==> config.mk <==
export PLATFORM = sky130hd
export DESIGN_NAME = crc_stream_check
export DESIGN_NICKNAME = d
export VERILOG_FILES = /design/src/rtl/crc_stream_check.sv
export SDC_FILE = /design/constraint.sdc
export NUM_CORES = 1
export LEC_CHECK = 0
export BUFFER_PORTS_ARGS = -buffer_cell sky130_fd_sc_hd__buf_2
export CELL_PAD_IN_SITES_DETAIL_PLACEMENT = 1
export CELL_PAD_IN_SITES_GLOBAL_PLACEMENT = 1
export CORE_MARGIN = 2
export CORE_UTILIZATION = 29
export DETAILED_ROUTE_END_ITERATION = 8
export GPL_TIMING_DRIVEN = 0
export PLACE_DENSITY_LB_ADDON = 0.1
export REMOVE_ABC_BUFFERS = 1
export SLEW_MARGIN = 20
export SYNTH_ARGS = -nofsm -noshare
export SYNTH_HDL_FRONTEND = slang
export SYNTH_SLANG_ARGS = --single-unit
==> constraint.sdc <==
create_clock -name clk_i -period 4.8 [get_ports clk_i]
set_input_delay 0.24 -clock clk_i [delete_from_list [all_inputs] [get_ports clk_i]]
set_output_delay 0.24 -clock clk_i [all_outputs]
set_load 0.05 [all_outputs]
==> src/rtl/crc_stream_check.sv <==
// Byte-serial CRC-12 checker: folds one byte per accepted beat, then reports the CRC, a match flag and a length flag.
// Latency: the result is registered on the edge that accepts the last beat, so res_valid_o rises the cycle after that beat.
// Backpressure: data_ready_o drops while a result is pending; a new string starts only after the result is consumed.
//
// Ports:
//   clk_i, srst_n_i             clock and synchronous active-low reset
//   data_i/data_valid_i/
//   data_last_i/data_ready_o    byte stream in; exp_crc_i is sampled only on the accepted last beat
//   res_valid_o/res_ready_i     one-entry result handshake carrying res_o, match_o, len_err_o

package crc_pkg;
    localparam int CRC_W = 12;
    localparam logic [CRC_W-1:0] POLY = 12'hD95;

    // MSB-first, non-reflected, no final XOR. The byte is XORed into the top
    // bits of the register, then eight polynomial-division steps follow.
    function automatic logic [CRC_W-1:0] crc_8d95(input logic [7:0] data,
                                                  input logic [CRC_W-1:0] crc);
        logic [CRC_W-1:0] c;
        c = crc ^ {data, 4'b0000};
        for (int i = 0; i < 8; i++) begin
            if (c[CRC_W-1]) c = {c[CRC_W-2:0], 1'b0} ^ POLY;
            else            c = {c[CRC_W-2:0], 1'b0};
        end
        return c;
    endfunction
endpackage

module crc_stream_check #(
    parameter int BYTE_W   = 8,
    parameter int WIDTH    = 12,
    parameter int INIT     = 1,
    parameter int STR_SIZE = 20
) (
    input  logic              clk_i,
    input  logic              srst_n_i,
    input  logic [BYTE_W-1:0] data_i,
    input  logic              data_valid_i,
    input  logic              data_last_i,
    input  logic [WIDTH-1:0]  exp_crc_i,
    output logic              data_ready_o,
    output logic              res_valid_o,
    input  logic              res_ready_i,
    output logic [WIDTH-1:0]  res_o,
    output logic              match_o,
    output logic              len_err_o
);
    localparam int CNT_W = $clog2(STR_SIZE + 2);
    localparam logic [WIDTH-1:0] INIT_V  = WIDTH'(INIT);
    localparam logic [CNT_W-1:0] CNT_MAX = CNT_W'(STR_SIZE + 1);
    localparam logic [CNT_W-1:0] CNT_EXP = CNT_W'(STR_SIZE);

    generate
        if (INIT >= (1 << WIDTH)) begin : g_bad_init
            $error("crc_stream_check: INIT does not fit in WIDTH bits");
        end
        if (WIDTH != crc_pkg::CRC_W || BYTE_W != 8) begin : g_bad_width
            $error("crc_stream_check: crc_8d95 needs WIDTH=12 and BYTE_W=8");
        end
    endgenerate

    typedef enum logic [1:0] {IDLE, ACC, DONE} state_t;

    state_t            state_q, state_nxt;
    logic [WIDTH-1:0]  crc_q, crc_nxt;
    logic [CNT_W-1:0]  cnt_q, cnt_nxt;
    logic [WIDTH-1:0]  exp_q, exp_nxt;
    logic              rv_q, rv_nxt;
    logic [WIDTH-1:0]  res_q, res_nxt;
    logic              match_q, match_nxt;
    logic              lerr_q, lerr_nxt;

    logic              accept;
    logic [WIDTH-1:0]  fold;
    logic [CNT_W-1:0]  cnt_inc;

    // Ready is a function of state only; the reset term keeps it low while
    // the synchronous reset is being applied.
    assign data_ready_o = srst_n_i && (state_q != DONE);
    assign accept       = data_valid_i && data_ready_o;

    // The first byte of a string always folds from the seed, so a stale crc_q
    // can never leak into a new string.
    assign fold    = crc_pkg::crc_8d95(data_i, (state_q == IDLE) ? INIT_V : crc_q);
    assign cnt_inc = (state_q == IDLE) ? CNT_W'(1) :
                     (cnt_q == CNT_MAX) ? cnt_q : cnt_q + CNT_W'(1);

    always_comb begin
        state_nxt = state_q;
        crc_nxt   = crc_q;
        cnt_nxt   = cnt_q;
        exp_nxt   = exp_q;
        rv_nxt    = rv_q;
        res_nxt   = res_q;
        match_nxt = match_q;
        lerr_nxt  = lerr_q;
        case (state_q)
            IDLE, ACC: begin
                if (accept) begin
                    crc_nxt = fold;
                    cnt_nxt = cnt_inc;
                    if (data_last_i) begin
                        exp_nxt   = exp_crc_i;
                        state_nxt = DONE;
                        rv_nxt    = 1'b1;
                        res_nxt   = fold;
                        match_nxt = (fold == exp_crc_i);
                        lerr_nxt  = (cnt_inc != CNT_EXP);
                    end else begin
                        state_nxt = ACC;
                    end
                end
            end
            DONE: begin
                if (res_ready_i) begin
                    state_nxt = IDLE;
                    crc_nxt   = INIT_V;
                    cnt_nxt   = '0;
                    rv_nxt    = 1'b0;
                end
            end
            default: state_nxt = IDLE;
        endcase
    end

    always_ff @(posedge clk_i) begin
        if (!srst_n_i) begin
            state_q <= IDLE;
            crc_q   <= INIT_V;
            cnt_q   <= '0;
            exp_q   <= '0;
            rv_q    <= 1'b0;
            res_q   <= '0;
            match_q <= 1'b0;
            lerr_q  <= 1'b0;
        end else begin
            state_q <= state_nxt;
            crc_q   <= crc_nxt;
            cnt_q   <= cnt_nxt;
            exp_q   <= exp_nxt;
            rv_q    <= rv_nxt;
            res_q   <= res_nxt;
            match_q <= match_nxt;
            lerr_q  <= lerr_nxt;
        end
    end

    assign res_valid_o = rv_q;
    assign res_o       = res_q;
    assign match_o     = match_q;
    assign len_err_o   = lerr_q;
endmodule
==> flow_summary_export.csv <==
group,metric,value,unit
drt,drc,0,
setup_path,cp_max_fo,12,
placed_design,post-dp-hpwl,4.64,mm
yosys,synthTopCellsByCount,"41 x nor2_1, 35 x xnor2_1, 34 x dfxtp_1",
setup_path,arrival,3.60,ns
cts,cts_tree,"done",
setup_path,required,5.02,ns
cts,clockBufferDepth,2,
floorplan,die_area,8500,um2
timing,finClkSkew,0.00548,ns
cts,cts_hold_buf,0,
drt,finalWirelength,6.22,mm
timing,fin_crit_sh,70.5,%
floorplan,start_util,29.5,%
timing,fin_tns_setup,0,ns
final_layout,area_growth,17.5,%
hold_path,hold_path_class,"in -> reg",
setup_path,crit_buf_inv,0,
power_and_ir_drop,peakVddDrop,0.186,mV
final_layout,fillCellCount,929,
floorplan,die_y,92.2,um
grt,antenna_found_initial,0,
final_layout,seq_area,681,um2
drt,ant_nets,0,
drt,firstDrtPassIters,4,
power_and_ir_drop,power.density,606,nW/um2
cts,cts_root_buffer,"clkbuf_8",
cts,clk_latency,0.28,ns
grt,gr-usage-all-layers,15.6,%
timing,worst_pin_slew,0.825,ns
final_layout,multiInputGateArea,1520,um2
status,status,"finished clean",
yosys,ys_warn_count,0,
final_layout,nets,322,
cts,cts-resized-gates,0,
cts,cts_buffers,5,
power_and_ir_drop,clock_power_share,14.1,%
setup_path,crit_path_end_kind,"register",
placed_design,port-buffer-count,40,
power_and_ir_drop,intPower,882,uW
cts,clk_pin_slew,0.07,ns
yosys,ys_seq_elements,34,
yosys,synth_area_leaders,"dfxtp_1 30%, xnor2_1 14%, xor2_1 8.9%",
power_and_ir_drop,switchingPower,724,uW
setup_path,cp.depth,9,
flow_run,max_cap_violations,0,
setup_path,slowest_stage,"nor2_2",
timing,min_period,3.38,ns
yosys,synth.top_cell.area_share,30.2,%
drt,drt_iter0_markers,57,
setup_path,slowest_delay,0.57,ns
grt,grt_max_degree,34,
setup_path,path_delay_family,"XOR/XNOR gates",
setup_path,critPathMostFrequentCell,"o21ai_2",
timing,setup_viol,0,
drt,routed_via_density,4.65,
cts,post_cts.repair.setup_buffers,0,
yosys,synth_flop_cell,"dfxtp_1",
power_and_ir_drop,comb_power_share,63.6,%
floorplan,coreArea,7650,um2
cts,cts_sinks,34,
yosys,synth-seq-area-share,30.2,%
timing,maxSlewHeadroom,45.0,%
yosys,synth_edf_count,0,
yosys,yosysUniqueCellTypes,40,
cts,htree_levels,2,
floorplan,io_pins,41,
floorplan,die_w,92.2,um
final_layout,drive_gt1_share,22.6,%
final_layout,num_antenna_cells,0,
grt,grt_pass1_vias,1956,
setup_path,path_cells,"nor2_2, nor2_1, xnor2_2, xnor3_2, xor2_4, xnor3_1, xor2_1, o21ai_2, o21ai_2",
power_and_ir_drop,pwr-share-seq,22.3,%
yosys,syn-mean-instance-area,8.77,um2
timing,hold_violations,0,
final_layout,final-instance-count-excl-fill,398,
yosys,synth-async-reset-ratio,0,%
drt,routedWlPerCell,15.6,um
timing,drv_slew,0,
setup_path,reg2reg_slack,1.42,ns
setup_path,r2r_cells,9,
setup_path,start_kind,"register",
power_and_ir_drop,swShare,45.1,%
grt,overflow,0,
yosys,synth_top_area_cell,"dfxtp_1",
placed_design,placed_cells,390,
floorplan,placementRows,32,
grt,grt_pass1_wl,10.3,mm
drt,vias,1850,
power_and_ir_drop,leakage,1.04,nW
yosys,syn-cell-area,2250,um2
yosys,yosysMostFrequentCell,"nor2_1",
yosys,syn_inst,257,
timing,rsz0062_at_grt,"false",
setup_path,critPathKind,"reg -> reg",
hold_path,holdPathStages,2,
timing,fmax,0.295,GHz
placed_design,gp_congestion,0.729,
registers in the layout, summed over array words and instances (netlist names):
register,count
len_err_o,1
cnt_q,5
match_o,1
crc_q,12
state_q,2
res_o,12
res_valid_o,1
power groups by stage:
stage | clock network, mW | registers (mW) | logic (mW)
after floorplan | 0 | 0.404 | 0.768
after global placement | 0 | 0.365 | 1.04
after detailed placement | 0 | 0.366 | 1.04
after CTS | 0.238 | 0.360 | 1.05
after global routing | 0.249 | 0.367 | 1.13
final | 0.226 | 0.359 | 1.02
per-layer routing:
metal	vias to the layer above	track usage, %	part of all wire, %
met1	876	21.2	50
met5	-	0	0
met3	4	2.63	3.1
li1	937	-	-
met2	33	25.9	46
met4	0	3.61	0.77
worst paths after layout:
check / start / endpoint
worst max register to register: state_q[1] / match_o
worst min-delay path: data_last_i / len_err_o
worst min register to register: res_o[2] / res_o[2]
worst max-delay path: state_q[1] / match_o
worst register-to-register path, delay by kind of cell (launching register included):
family | cells | cell delay (ns)
AND/OR/NAND/NOR | 2 | 0.77
flip-flops | 1 | 0.46
XOR/XNOR | 5 | 1.90
AO/OA/AOI/OAI | 2 | 0.18
stage by stage:
| step | area, um2 | worst slack (ns) | hold WS [ns] | util (%) | power (mW) |
|---|---|---|---|---|---|
| floorplan | 2210 | 2.03 | 0.320 | - | 1.17 |
| CTS | 2650 | 1.36 | 0.198 | 34.7 | 1.65 |
| detailed placement | 2560 | 1.29 | 0.448 | 33.5 | 1.41 |
| global route | 2650 | 1.18 | 0.232 | 34.7 | 1.74 |
| global placement | 2540 | 0.831 | 0.443 | 33.2 | 1.41 |
| finish | 2650 | 1.42 | 0.212 | 34.7 | 1.61 |
cell families after synthesis:
family          after synthesis  share of synthesized area, %
simple gates                 86                          17.6
fa+ha+maj                     2                          1.11
buf+inv                      15                          2.89
compound gates               47                          12.5
xor+xnor                     72                          35.2
flops                        34                          30.2
mux                           1                         0.444
layout by cell type (no fill, tap or decap), types with 2 or more instances in the layout:
cell	n
xnor3_1	4
buf_2	40
a211oi_1	8
o21ai_0	5
nor3_1	7
inv_1	4
a21oi_1	21
xnor3_2	3
xnor2_1	35
o21ai_2	2
xor2_1	23
clkbuf_8	6
ha_1	2
nor2_2	2
a22oi_1	4
nand3b_1	2
nand2_1	16
o21ai_1	3
nand3_1	6
nand2b_1	2
nor2_1	41
dfxtp_1	34
xnor2_2	5
final cells by class:
cell class	instances	share of cell area [%]
Tap cell	102	4.82
Timing Repair Buffer	41	7.98
Clock inverter	1	0.189
Multi-Input combinational cell	208	57.4
Sequential cell	34	25.7
Clock buffer	7	3.26
Inverter	5	0.708
(Power assumes the default switching activity.)
